$ cat src/rtl/sprite_scheduler_if.sv
// Sprite register write port: request/ack handshake carrying sprite index, field and value.
interface sprite_scheduler_if #(
  parameter int unsigned CORDW = 16
) ();
  logic                    wr_req;
  logic [1:0]              wr_idx;
  logic [1:0]              wr_field;
  logic signed [CORDW-1:0] wr_data;
  logic                    wr_ack;

  modport master (output wr_req, output wr_idx, output wr_field, output wr_data, input wr_ack);
  modport slave  (input wr_req, input wr_idx, input wr_field, input wr_data, output wr_ack);
endinterface

$ cat src/rtl/sprite_scheduler.sv
// Per-frame position update for NSPR bouncing sprites, one sprite every two cycles.
// Optional frame-overrun counter is built when SPR_SCHED_OVERRUN_EN is defined.
module sprite_scheduler #(
  parameter int unsigned CORDW     = 16,
  parameter int unsigned NSPR      = 4,
  parameter int unsigned H_RES     = 640,
  parameter int unsigned V_RES     = 480,
  parameter int unsigned SPR_DRAWW = 128,
  parameter int unsigned SPR_DRAWH = 80
) (
  input  logic                    clk,
  input  logic                    rst,
  input  logic                    frame,
  sprite_scheduler_if.slave       wr,
  output logic [NSPR*CORDW-1:0]   spr_x,
  output logic [NSPR*CORDW-1:0]   spr_y,
  output logic                    busy,
  output logic                    upd_done,
  output logic [7:0]              ovr_cnt
);

  localparam int unsigned IDXW = (NSPR > 1) ? $clog2(NSPR) : 1;
  localparam int unsigned LAST = NSPR - 1;

  localparam logic signed [CORDW:0]   LIM_X  = (CORDW+1)'(H_RES - SPR_DRAWW);
  localparam logic signed [CORDW:0]   LIM_Y  = (CORDW+1)'(V_RES - SPR_DRAWH);
  localparam logic signed [CORDW-1:0] RST_X  = CORDW'(H_RES/2 - SPR_DRAWW/2);
  localparam logic signed [CORDW-1:0] RST_Y  = CORDW'(V_RES/2 - SPR_DRAWH/2);
  localparam logic signed [CORDW-1:0] RST_VX = CORDW'(4);
  localparam logic signed [CORDW-1:0] RST_VY = CORDW'(0);

  typedef enum logic [1:0] {IDLE, CALC, STORE, DONE} state_t;

  state_t state_q, state_d;
  logic [IDXW-1:0] idx_q, idx_d;

  logic signed [CORDW-1:0] x_q  [NSPR];
  logic signed [CORDW-1:0] y_q  [NSPR];
  logic signed [CORDW-1:0] vx_q [NSPR];
  logic signed [CORDW-1:0] vy_q [NSPR];

  logic signed [CORDW:0] nx_q, ny_q;

  logic busy_q;
  logic done_q;
  logic ack_q;
  logic wr_ack_c;

  // Grant only in IDLE, never with a competing frame, never back-to-back
  assign wr_ack_c  = !rst && (state_q == IDLE) && wr.wr_req && !frame && !ack_q;
  assign wr.wr_ack = wr_ack_c;

  assign busy     = busy_q;
  assign upd_done = done_q;

  // Next-state and sprite index sequencing
  always_comb begin
    state_d = state_q;
    idx_d   = idx_q;
    unique case (state_q)
      IDLE: begin
        if (frame) begin
          state_d = CALC;
          idx_d   = '0;
        end
      end
      CALC: state_d = STORE;
      STORE: begin
        if (idx_q == IDXW'(LAST)) begin
          state_d = DONE;
        end else begin
          idx_d   = idx_q + IDXW'(1);
          state_d = CALC;
        end
      end
      DONE:    state_d = IDLE;
      default: state_d = IDLE;
    endcase
  end

  // Control state and the widened candidate position of the current sprite
  always_ff @(posedge clk) begin
    if (rst) begin
      state_q <= IDLE;
      idx_q   <= '0;
      busy_q  <= 1'b0;
      done_q  <= 1'b0;
      ack_q   <= 1'b0;
      nx_q    <= '0;
      ny_q    <= '0;
    end else begin
      state_q <= state_d;
      idx_q   <= idx_d;
      busy_q  <= (state_d != IDLE);
      done_q  <= (state_d == DONE);
      ack_q   <= wr_ack_c;
      if (state_q == CALC) begin
        nx_q <= {x_q[idx_q][CORDW-1], x_q[idx_q]} + {vx_q[idx_q][CORDW-1], vx_q[idx_q]};
        ny_q <= {y_q[idx_q][CORDW-1], y_q[idx_q]} + {vy_q[idx_q][CORDW-1], vy_q[idx_q]};
      end
    end
  end

  // Sprite registers: bounce/clamp on STORE, field writes on acknowledged requests
  always_ff @(posedge clk) begin
    for (int unsigned i = 0; i < NSPR; i++) begin
      if (rst) begin
        x_q[i]  <= RST_X;
        y_q[i]  <= RST_Y;
        vx_q[i] <= RST_VX;
        vy_q[i] <= RST_VY;
      end else if ((state_q == STORE) && (idx_q == IDXW'(i))) begin
        if (nx_q[CORDW]) begin
          x_q[i]  <= '0;
          vx_q[i] <= -vx_q[i];
        end else if (nx_q > LIM_X) begin
          x_q[i]  <= LIM_X[CORDW-1:0];
          vx_q[i] <= -vx_q[i];
        end else begin
          x_q[i]  <= nx_q[CORDW-1:0];
        end
        if (ny_q[CORDW]) begin
          y_q[i]  <= '0;
          vy_q[i] <= -vy_q[i];
        end else if (ny_q > LIM_Y) begin
          y_q[i]  <= LIM_Y[CORDW-1:0];
          vy_q[i] <= -vy_q[i];
        end else begin
          y_q[i]  <= ny_q[CORDW-1:0];
        end
      end else if (wr_ack_c && (wr.wr_idx == 2'(i))) begin
        unique case (wr.wr_field)
          2'd0:    x_q[i]  <= wr.wr_data;
          2'd1:    y_q[i]  <= wr.wr_data;
          2'd2:    vx_q[i] <= wr.wr_data;
          default: vy_q[i] <= wr.wr_data;
        endcase
      end
    end
  end

  for (genvar g = 0; g < NSPR; g++) begin : g_flat
    assign spr_x[g*CORDW +: CORDW] = x_q[g];
    assign spr_y[g*CORDW +: CORDW] = y_q[g];
  end

`ifdef SPR_SCHED_OVERRUN_EN
  logic [7:0] ovr_q;

  // Frames arriving mid-update are counted; writing sprite 0 x clears the count
  always_ff @(posedge clk) begin
    if (rst) begin
      ovr_q <= '0;
    end else if (frame && (state_q != IDLE)) begin
      if (ovr_q != 8'hFF) ovr_q <= ovr_q + 8'd1;
    end else if (wr_ack_c && (wr.wr_idx == 2'd0) && (wr.wr_field == 2'd0)) begin
      ovr_q <= '0;
    end
  end

  assign ovr_cnt = ovr_q;
`else
  assign ovr_cnt = 8'd0;
`endif

endmodule
$ cat src/flat_wrapper.sv
// flat-port wrapper written by rule: the top's interface ports become plain ports
module sprite_scheduler_flat 
#(
  parameter int unsigned CORDW     = 16,
  parameter int unsigned NSPR      = 4,
  parameter int unsigned H_RES     = 640,
  parameter int unsigned V_RES     = 480,
  parameter int unsigned SPR_DRAWW = 128,
  parameter int unsigned SPR_DRAWH = 80
)
  (clk, rst, frame, spr_x, spr_y, busy, upd_done, ovr_cnt, wr_wr_req, wr_wr_idx, wr_wr_field, wr_wr_data, wr_wr_ack);
  sprite_scheduler_if #(.CORDW(CORDW)) wr_i ();
  input  logic clk;
  input  logic rst;
  input  logic frame;
  output logic [NSPR*CORDW-1:0] spr_x;
  output logic [NSPR*CORDW-1:0] spr_y;
  output logic busy;
  output logic upd_done;
  output logic [7:0] ovr_cnt;
  input wire logic [$bits(wr_i.wr_req)-1:0] wr_wr_req;
  input wire logic [$bits(wr_i.wr_idx)-1:0] wr_wr_idx;
  input wire logic [$bits(wr_i.wr_field)-1:0] wr_wr_field;
  input wire logic [$bits(wr_i.wr_data)-1:0] wr_wr_data;
  output wire logic [$bits(wr_i.wr_ack)-1:0] wr_wr_ack;
  assign wr_i.wr_req = wr_wr_req;
  assign wr_i.wr_idx = wr_wr_idx;
  assign wr_i.wr_field = wr_wr_field;
  assign wr_i.wr_data = wr_wr_data;
  assign wr_wr_ack = wr_i.wr_ack;
  sprite_scheduler #(.CORDW(CORDW), .NSPR(NSPR), .H_RES(H_RES), .V_RES(V_RES), .SPR_DRAWW(SPR_DRAWW), .SPR_DRAWH(SPR_DRAWH)) u_core (.clk(clk), .rst(rst), .frame(frame), .wr(wr_i), .spr_x(spr_x), .spr_y(spr_y), .busy(busy), .upd_done(upd_done), .ovr_cnt(ovr_cnt));
endmodule
$ cat config.mk
export PLATFORM = sky130hd
export DESIGN_NAME = sprite_scheduler_flat
export DESIGN_NICKNAME = d
export VERILOG_FILES = /design/src/rtl/sprite_scheduler_if.sv /design/src/rtl/sprite_scheduler.sv /design/src/flat_wrapper.sv
export SDC_FILE = /design/constraint.sdc
export NUM_CORES = 1
export LEC_CHECK = 0
export BUFFER_PORTS_ARGS = -buffer_cell sky130_fd_sc_hd__buf_4
export CORE_ASPECT_RATIO = 1.2
export CORE_UTILIZATION = 41
export CTS_CLUSTER_DIAMETER = 30
export DETAILED_ROUTE_END_ITERATION = 12
export PLACE_DENSITY = 0.63
export SYNTH_ARGS = -nofsm -noshare
export SYNTH_HDL_FRONTEND = slang
export SYNTH_SLANG_ARGS = --single-unit
export TNS_END_PERCENT = 5
$ cat constraint.sdc
create_clock -name clk -period 5.3 [get_ports clk]
set_clock_uncertainty 0.15 [all_clocks]
set_input_delay 0.53 -clock clk [delete_from_list [all_inputs] [get_ports clk]]
set_output_delay 0.53 -clock clk [all_outputs]
set_load 0.01 [all_outputs]
Word level (Yosys, flattened, before mapping). Memory sizes are Yosys's and may differ from the RTL's. A register that Yosys moved wholly into a read port is not among the register bits. Index checks and enable logic that the tools add are counted.

Flip-flop bits (word level): 41. Bits in writable memories: 256. Bits of input ports: 24. Output and inout port bits: 139. Logic and storage cells: 339. Memories: 4.

Add/sub/neg operators: 11. Order comparisons: 2. Eq/ne operators: 14. Multiplexer cells: 222. Bitwise gates (word level): 56. Reductions and logical operators: 23.

Memory list: u_core.vx_q (words 4, width 16, read ports 5, clocked after Yosys merged registers in 1, wr ports 4, RTL line sprite_scheduler.sv:39) `logic signed [CORDW-1:0] vx_q [NSPR];`; u_core.vy_q (words 4, width 16, read ports 5, clocked after Yosys merged registers in 1, wr ports 4, RTL line sprite_scheduler.sv:40) `logic signed [CORDW-1:0] vy_q [NSPR];`; u_core.x_q (words 4, width 16, read ports 5, clocked after Yosys merged registers in 1, wr ports 4, RTL line sprite_scheduler.sv:37) `logic signed [CORDW-1:0] x_q [NSPR];`; u_core.y_q (words 4, width 16, read ports 5, clocked after Yosys merged registers in 1, wr ports 4, RTL line sprite_scheduler.sv:38) `logic signed [CORDW-1:0] y_q [NSPR];`.

Operator list (number): 2-to-1 mux 16 bit (56); 2-to-1 mux 1 bit (152); negation 16 bit (8); OR 1 bit (56); adder 16 x 16 -> 17 bit (2); 2-to-1 mux 2 bit (12); > comparator 17 x 10 -> 1 bit, second input constant (1); > comparator 17 x 11 -> 1 bit, second input constant (1); equality test 2 bit, second input constant (8); logical AND 1 bit (12); equality test 2 x 1 -> 1 bit, second input constant (4); logical NOT 2 bit (4); case mux 2 bit (4 select lines) (1); inequality test 2 bit, second input constant (2); case mux 2 bit (2 select lines) (1); nonzero test 2 bit (2); logical NOT 1 bit (3); AND reduction 3 bit (1); OR reduction 3 bit (1); adder 2 x 1 -> 2 bit, second input constant (1).

Logic depth before layout (Yosys ltp). Gate-level depths: netlist of the first run.

Depth in word-level cells: 11. Gate-level depth with buffers: 11. Depth with buffers taken out: 9.

Least setup slack after synthesis of the first run. OpenSTA, ideal clock, no wires.

Path kind: register to register. Start point: register with a tool-made name. End point: register u_core.ny_q[14]. Arrival: 3.673 ns. Required time: 5.030 ns. Path slack: 1.357 ns. Cell stages (with the launch flop): 12. Path buffers: 2. Cell sequence: dfxtp_1 > clkbuf_1 > buf_1 > mux4_2 > ha_1 > fa_1 > a21o_1 > a221oi_1 > o31ai_1 > a41oi_1 > nor4_1 > a211o_1.

RTL lines: end signal, assigned (RTL line sprite_scheduler.sv:99) `ny_q <= {y_q[idx_q][CORDW-1], y_q[idx_q]} + {vy_q[idx_q][CORDW-1], vy_q[idx_q]};`; end, declared (RTL line sprite_scheduler.sv:42) `logic signed [CORDW:0] nx_q, ny_q;`.

==> results of run 1 <==
cell type report:
class	instances	share of cell area
sequential	299	0.415
inverter	30	0.00546
antenna	2	0.000243
clock inverter	39	0.0226
timing repair buffer	184	0.0676
tap	539	0.0327
clock buffer	60	0.0671
multi-input combinational	1027	0.390
worst max-delay path, stage by stage (launching register included):
cell and delay, ns:
dfxtp_4 0.77, buf_4 0.43, mux4_1 0.61, ha_1 0.37, o21ai_0 0.15, o21ai_0 0.50
a31oi_1 0.22, o31a_1 0.33, o21ai_0 0.15, a21oi_1 0.08
cell usage in the layout, fill, tap and decap left out, types with 17 or more instances in the layout:
cell,Yosys,routed
a21oi_1,44,44
ha_1,44,44
nor3_1,53,51
and3_1,20,20
edfxtp_1,256,256
dfxtp_1,43,41
and2_1,52,52
xnor2_1,72,72
nor2_1,91,91
buf_4,8,183
a32o_1,17,17
nand3_1,27,27
nor4_1,33,33
clkbuf_16,0,54
inv_1,29,29
mux4_2,63,63
nand2_1,102,102
o21ai_0,41,39
xor2_1,38,38
a22o_1,154,154
registers in the layout (all words and copies together) (netlist names), named ones only:
| register | flops |
|---|---|
| u_core.busy | 1 |
| u_core.ack_q | 1 |
| u_core.nx_q | 17 |
| u_core.x_q | 64 |
| u_core.idx_q | 2 |
| u_core.state_q | 2 |
| u_core.ny_q | 17 |
| u_core.vx_q | 64 |
| u_core.upd_done | 1 |
| u_core.y_q | 64 |
| u_core.vy_q | 64 |
path summary, 6_finish.rpt:
path,cells past startpoint,to
worst max-delay path,9,u_core.nx_q[9]
worst min-delay path,3,u_core.state_q[0]
worst max register to register,9,u_core.nx_q[9]
worst min register to register,2,u_core.ny_q[9]
layer usage:
layer  vias to the layer above  track usage  share of wire
li1                       5947            -              -
met1                      6726        0.369           0.42
met2                       630        0.401           0.46
met3                       101       0.0483          0.089
met4                         0        0.103          0.035
met5                         -            0              0
cells by family after synthesis:
kind of cell | Yosys count
flip-flops | 299
other | 1
XOR/XNOR | 110
buffers and inverters | 125
AND/OR/NAND/NOR | 451
multiplexers | 67
AO/OA/AOI/OAI | 345
adder cells (fa/ha/maj) | 46
power by group through the flow:
stage               Combinational, mW  Clock [mW]  Sequential (mW)
floorplan                       0.471           0             2.79
global route                    0.815        3.65             2.79
global placement                0.738           0             2.82
CTS                             0.751        3.56             2.78
detailed placement              0.744           0             2.82
finish                          0.757        3.52             2.78
==> results.json, run 1 <==
{
  "pre_cts_slack_ns": 1.38,
  "synth_top_family_by_area": "compound AO/OA/AOI/OAI gates",
  "dieArea_sq_um": 42400,
  "placedCellCount": 2079,
  "drtIter0Drc": 1492,
  "cts_buffer_depth": 3,
  "synth-edff-count": 256,
  "crit_arrival_ns": 4.22,
  "leakage_nw": 7.50,
  "p_total_mw": 7.06,
  "syn2layout_area_growth_pct": 21.0,
  "die_w_um": 188,
  "r2r_slack_ns": 1.36,
  "min_period_ns": 3.94,
  "rsz0062_at_grt": "false",
  "core_area_sq_um": 40800,
  "startpoint_type": "register",
  "setup_violations": 0,
  "synth_flop_cell": "edfxtp_1",
  "multi_input_area_sq_um": 8030,
  "maxSlewHeadroom": 0.193,
  "clk_transition_reported_paths_ns": 0.05,
  "final_area_sq_um": 20600,
  "clock-root-buffer": "clkbuf_16",
  "hold_ws_ns": 0.186,
  "overflow": 0,
  "final_hold_viol_count": 0,
  "vias": 13400,
  "syn_area_per_cell_sq_um": 11.8,
  "drive_gt1_frac": 0.221,
  "clock_sinks": 299,
  "place_area_sq_um": 18800,
  "worst_slack_ns": 1.36,
  "synth_compound_area_frac": 0.155,
  "finalCritPeriodShare": 0.744,
  "gp_congestion": 0.944,
  "synth_fa_ha_area_frac": 0.0347,
  "antenna_found_initial": 3,
  "crit_type": "register to register",
  "syn_inst": 1444,
  "tightest_slew_ns": 1.21,
  "min-delay-path-class": "input pin to register",
  "yosysTopAreaCell": "edfxtp_1",
  "synth_async_sr_flop_share": 0,
  "clock_latency_ns": 0.58,
  "ir_drop_v": 0.000211,
  "synth_most_common_cell": "edfxtp_1",
  "seqCellArea_sq_um": 8550,
  "max_freq_mhz": 254,
  "io_buffers": 154,
  "track_usage": 0.263,
  "p_seq_frac": 0.394,
  "combPwrFrac": 0.107,
  "p_sw_mw": 1.86,
  "htreeDepth": 2,
  "yosysWarnings": 0,
  "post-route-util": 0.505,
  "io_pins": 163,
  "drv_cap": 0,
  "ys_ff_latch": 299,
  "yosys-top-cells-count": "edfxtp_1, a22o_1, nand2_1",
  "tns_ns": 0,
  "wl_per_cell_um": 25.7,
  "syn-cell-area_sq_um": 17000,
  "final_antenna_net_count": 0,
  "pwr-share-clk": 0.499,
  "p_int_mw": 5.20,
  "grt_pass1_vias": 13000,
  "grt_start_max_net_pins": 60,
  "seq_area_frac_synth": 0.502,
  "critPathMaxFanout": 32,
  "first_pass_iters": 5,
  "grt_pass1_wl_mm": 82.8,
  "numCtsBuffers": 53,
  "start_util": 0.417,
  "sw_frac_of_total": 0.264,
  "hpwl_mm": 39.1,
  "synthSimpleGateAreaFrac": 0.135,
  "status": "finished, final reports clean",
  "viasPerCell": 6.15,
  "wl_mm": 56.0,
  "rows": 81,
  "synth.distinct_cells": 69,
  "fillers": 3579,
  "slew_viol_final": 0,
  "drc": 0,
  "end_kind": "register",
  "synth_xor_area_frac": 0.0565,
  "critPathRequiredTime_ns": 5.57,
  "cts_setup_buffers": 0,
  "nets": 1665,
  "p_per_area_nw_per_um2": 342,
  "postCtsHoldBufs": 0,
  "min-delay-start": "frame",
  "finalNonFillerCells": 2180,
  "yosysTopAreaCellShare": 0.451,
  "die_y_um": 225,
  "muxShareOfSynthArea": 0.0867,
  "cts_tree": "built",
  "synth.area.top_cells": "edfxtp_1, mux4_2, a22o_1",
  "cts.repair.resized": 0
}
(Power assumes the default switching activity.)
==> run 2, diff against run 1 <==
==> constraint.sdc (replaced) <==
create_clock -name clk -period 4.1 [get_ports clk]
set_clock_uncertainty 0.15 [all_clocks]
set_input_delay 0.41 -clock clk [delete_from_list [all_inputs] [get_ports clk]]
set_output_delay 0.41 -clock clk [all_outputs]
set_load 0.01 [all_outputs]
==> results.json, run 2 (synthesis results as in run 1) <==
{
  "path_delay_family": "compound AO/OA/AOI/OAI gates",
  "grt_pass1_vias": 13300,
  "tns_ns": 0,
  "placedCellCount": 2104,
  "startpoint_type": "register",
  "gp_congestion": 0.972,
  "track_usage": 0.265,
  "wl_mm": 56.5,
  "slew_viol_final": 0,
  "viasPerCell": 6.13,
  "vias": 13600,
  "overflow": 0,
  "path_buf_inv": 1,
  "final_hold_viol_count": 0,
  "grt_pass1_wl_mm": 84.0,
  "slowest_stage": "a2111oi_0",
  "p_per_area_nw_per_um2": 449,
  "cts_buffer_depth": 3,
  "clock_sinks": 299,
  "rsz0062_at_grt": "false",
  "io_buffers": 154,
  "fillers": 3541,
  "dieArea_sq_um": 42400,
  "final_cell_mix": "edfxtp_1, buf_4, a22o_1",
  "syn2layout_area_growth_pct": 22.9,
  "io_pins": 163,
  "leakage_nw": 7.70,
  "min-delay-path-class": "input pin to register",
  "htreeDepth": 2,
  "finalCritPeriodShare": 0.875,
  "clock-root-buffer": "clkbuf_16",
  "grt_start_max_net_pins": 38,
  "die_y_um": 225,
  "worst_slack_ns": 0.511,
  "min_period_ns": 3.59,
  "clk_transition_reported_paths_ns": 0.06,
  "finalNonFillerCells": 2213,
  "critPathMaxFanout": 14,
  "pre_cts_slack_ns": 0.543,
  "cts_tree": "built",
  "status": "finished, final reports clean",
  "ir_drop_v": 0.000325,
  "cts.repair.resized": 0,
  "end_kind": "register",
  "final_area_sq_um": 20900,
  "nets": 1694,
  "cts_setup_buffers": 0,
  "rows": 81,
  "crit_type": "register to register",
  "drv_cap": 0,
  "place_area_sq_um": 19000,
  "core_area_sq_um": 40800,
  "first_pass_iters": 8,
  "antenna_found_initial": 1,
  "hold_ws_ns": 0.0652,
  "clock_latency_ns": 0.59,
  "drc": 0,
  "start_util": 0.417,
  "drtIter0Drc": 1310,
  "critPathMaxStageDelay_ns": 0.60,
  "final_antenna_net_count": 0,
  "hpwl_mm": 40.1,
  "setup_violations": 0,
  "maxSlewHeadroom": 0.416,
  "wl_per_cell_um": 25.5,
  "postCtsHoldBufs": 0,
  "drive_gt1_frac": 0.233,
  "critPathRequiredTime_ns": 4.37,
  "numCtsBuffers": 57,
  "tightest_slew_ns": 0.876,
  "cp_cell_sequence": "buf_4, mux4_2, ha_1, or2_2, a2111oi_0, nor2_1, a211o_1, nand2_1, o221ai_1",
  "crit_arrival_ns": 3.86,
  "die_w_um": 188,
  "final_common_cell": "edfxtp_1",
  "max_freq_mhz": 279
}
==> run 2: changes by cell type in the layout (fill, tap and decap cells not counted), moves of 2 or more <==
| cell | previous run | this run |
|---|---|---|
| clkinv_4 | 8 | 3 |
| inv_6 | 9 | 4 |
| clkbuf_16 | 54 | 59 |
| clkbuf_1 | 5 | 8 |
| clkbuf_8 | 1 | 4 |
| clkinv_2 | 4 | 9 |
| buf_4 | 183 | 207 |
| clkinv_1 | 3 | 5 |
==> run 2: path summary, 6_finish.rpt <==
| check | from | endpoint | slack, ns | cells past startpoint |
|---|---|---|---|---|
| worst min register to register | u_core.ny_q[9] | u_core.ny_q[9] | 0.31 | 2 |
| worst min-delay path | rst | u_core.nx_q[3] | 0.07 | 2 |
| worst max-delay path | register | u_core.ny_q[11] | 0.51 | 9 |
| worst max register to register | register | u_core.ny_q[11] | 0.51 | 9 |
==> run 2: layout make-up <==
type | count | area, sq um | area share
multi-input cells | 1027 | 8030 | 0.383
inverters | 30 | 113 | 0.00538
clock buffers | 71 | 1560 | 0.0746
flip-flops and latches | 299 | 8550 | 0.408
clock inverters | 37 | 414 | 0.0198
repair buffers | 209 | 1590 | 0.0761
well taps | 539 | 674 | 0.0322
diodes | 1 | 2.50 | 0.000119
==> run 2: worst register-to-register path, stage by stage (launching register included) <==
cell	delay, ns
dfxtp_4	0.53
buf_4	0.30
mux4_2	0.56
ha_1	0.27
or2_2	0.30
a2111oi_0	0.60
nor2_1	0.23
a211o_1	0.32
nand2_1	0.07
o221ai_1	0.10
==> run 2: power breakdown <==
part | internal (mW) | switching [mW]
clock network | 3.14 | 1.65
logic | 0.387 | 0.618
registers | 3.44 | 0.152
==> run 2: metrics by stage <==
stage                     total power, mW  utilization
after floorplan                      4.21            -
after global placement               4.63        0.464
after detailed placement             4.63        0.464
after CTS                            9.40        0.513
after global routing                 9.64        0.513
final                                9.39        0.513
==> run 2: routing by layer <==
metal,up-vias,wire (um),GRT usage
met5,-,0,0
met4,0,2180,0.112
met3,137,4550,0.0469
met2,647,27100,0.431
met1,6766,22700,0.348
li1,6013,-,-
==> run 3, diff against run 2 <==
--- a/config.mk
+++ b/config.mk
@@ -10,7 +10,8 @@
 export CORE_UTILIZATION = 41
 export CTS_CLUSTER_DIAMETER = 30
 export DETAILED_ROUTE_END_ITERATION = 12
-export PLACE_DENSITY = 0.63
+export PLACE_DENSITY = 0.65
+export RECOVER_POWER = 25
 export SYNTH_ARGS = -nofsm -noshare
 export SYNTH_HDL_FRONTEND = slang
 export SYNTH_SLANG_ARGS = --single-unit
==> constraint.sdc (replaced) <==
create_clock -name clk -period 3 [get_ports clk]
set_clock_uncertainty 0.15 [all_clocks]
set_input_delay 0.3 -clock clk [delete_from_list [all_inputs] [get_ports clk]]
set_output_delay 0.3 -clock clk [all_outputs]
set_load 0.01 [all_outputs]
==> results.json, run 3 (synthesis results as in run 1) <==
{
  "status": "complete, but fails checks",
  "failed_checks": "setup timing",
  "core_area_sq_um": 40800,
  "antenna_found_initial": 0,
  "syn2layout_area_growth_pct": 33.6,
  "io_pins": 163,
  "gp_congestion": 0.985,
  "wl_per_cell_um": 24.6,
  "io_buffers": 154,
  "grt_use_met3": 0.0570,
  "nets": 1858,
  "critPathMaxFanout": 4,
  "die_w_um": 188,
  "rsz0062_at_grt": "true",
  "holdPathStages": 2,
  "clock-root-buffer": "clkbuf_16",
  "final_cell_mix": "buf_4, edfxtp_1, a22o_1",
  "grt_start_max_net_pins": 45,
  "post-route-util": 0.557,
  "maxSlewHeadroom": 0.232,
  "clk_transition_reported_paths_ns": 0.06,
  "dieArea_sq_um": 42400,
  "critPathRequiredTime_ns": 3.32,
  "r2r_slack_ns": -0.18,
  "crit_arrival_ns": 3.50,
  "leakage_nw": 8.62,
  "grt_pass1_vias": 14000,
  "reg2regPathDepth": 12,
  "viasPerCell": 6.03,
  "seqCellArea_sq_um": 8550,
  "fillers": 3382,
  "ir_drop_v": 0.000435,
  "met2_usage": 0.446,
  "htreeDepth": 2,
  "track_usage": 0.272,
  "grt_pass1_wl_mm": 86.5,
  "p_per_area_nw_per_um2": 593,
  "hpwl_mm": 41.7,
  "drtIter0Drc": 1473,
  "vias": 14300,
  "final_common_cell": "buf_4",
  "max_freq_mhz": 315,
  "final_antenna_net_count": 0,
  "holdPathEnd": "u_core.vx_q[2][0]",
  "p_total_mw": 13.5,
  "rows": 81,
  "die_y_um": 225,
  "crit_type": "register to register",
  "startpoint_type": "register",
  "min-delay-start": "wr_wr_data[0]",
  "use_met1": 0.356,
  "drc": 0,
  "final_hold_viol_count": 0,
  "min_period_ns": 3.18,
  "tightest_slew_ns": 1.15,
  "rr_endpoint": "u_core.ny_q[14]",
  "drive_gt1_frac": 0.324,
  "finalCritPeriodShare": 1.06,
  "end_kind": "register",
  "worst_slack_ns": -0.177,
  "first_pass_iters": 5,
  "drv_cap": 0,
  "n_antenna_cell": 0,
  "setup_violations": 12,
  "cts_tree": "built",
  "pre_cts_slack_ns": -0.349,
  "min-delay-path-class": "input pin to register",
  "grt_most_used_layer": "met2",
  "start_util": 0.417,
  "cts_buffer_depth": 3,
  "wl_mm": 58.4,
  "numCtsBuffers": 59,
  "clock_latency_ns": 0.59,
  "clock_sinks": 299,
  "slew_viol_final": 0,
  "overflow": 0,
  "multi_input_area_sq_um": 8330
}
==> run 3: changes by cell type in the layout (fill, tap and decap cells not counted), moves of 4 or more <==
cell,change
clkinv_2,-5
a21oi_2,+6
a21oi_1,-7
buf_12,+12
buf_4,+140
ha_1,-12
ha_4,+12
o21ai_0,-4
==> run 3: repair_timing <==
item	in CTS	in global routing
pin swaps	14	15
buffers inserted	9	3
resized for setup	39	23
hold buffers	2	0
hold endpoints to repair	4	0
setup endpoints to repair	21	60
==> run 3: layout make-up <==
cell class                      count  area share
Sequential cell                   299       0.376
Multi-Input combinational cell   1027       0.366
Timing Repair Buffer              371       0.131
Clock buffer                       72      0.0711
Tap cell                          539      0.0296
Clock inverter                     39      0.0218
Inverter                           30     0.00495
==> run 3: worst max path at each step <==
stage,endpoint,slack [ns],depth (start not counted)
floorplan,u_core.ny_q[14],-0.06,11
global placement,u_core.nx_q[9],-0.30,9
detailed placement,u_core.ny_q[14],-0.35,10
CTS,u_core.ny_q[14],-0.14,11
global route,u_core.ny_q[14],-0.27,12
finish,u_core.ny_q[14],-0.18,12
==> run 3: routing by layer <==
metal	vias to the layer above	part of all wire
met1	7141	0.40
met2	697	0.47
met5	-	0
met4	0	0.038
met3	152	0.087
li1	6338	-
==> run 3: worst max-delay path, stage by stage, from the launching register on <==
cell       delay, ns
dfxtp_4         0.38
buf_12          0.13
buf_4           0.13
buf_4           0.14
buf_4           0.16
mux4_2          0.57
ha_1            0.34
a21oi_1         0.19
o2bb2ai_1       0.19
o31ai_4         0.14
a41oi_2         0.23
nor4_1          0.06
a211o_1         0.25
==> run 3: stage by stage <==
step           cells  setup TNS [ns]  instance area (sq um)  hold WS, ns
2_1_floorplan   1451          -0.243                  17100        0.282
3_3_place_gp    2253           -2.78                  20200        0.296
3_5_place_dp    2253           -4.08                  20200        0.300
4_1_cts         2374          -0.878                  22600      0.00264
5_1_grt         2377           -2.54                  22800       0.0284
6_report        2377          -0.944                  22800       0.0357
==> run 3: power breakdown <==
group / internal, mW / switching (mW) / leakage [nW] / total [mW]
sequential: 4.70 / 0.186 / 2.93 / 4.88
clock: 4.50 / 2.41 / 1.02 / 6.91
combinational: 0.750 / 0.953 / 4.67 / 1.70
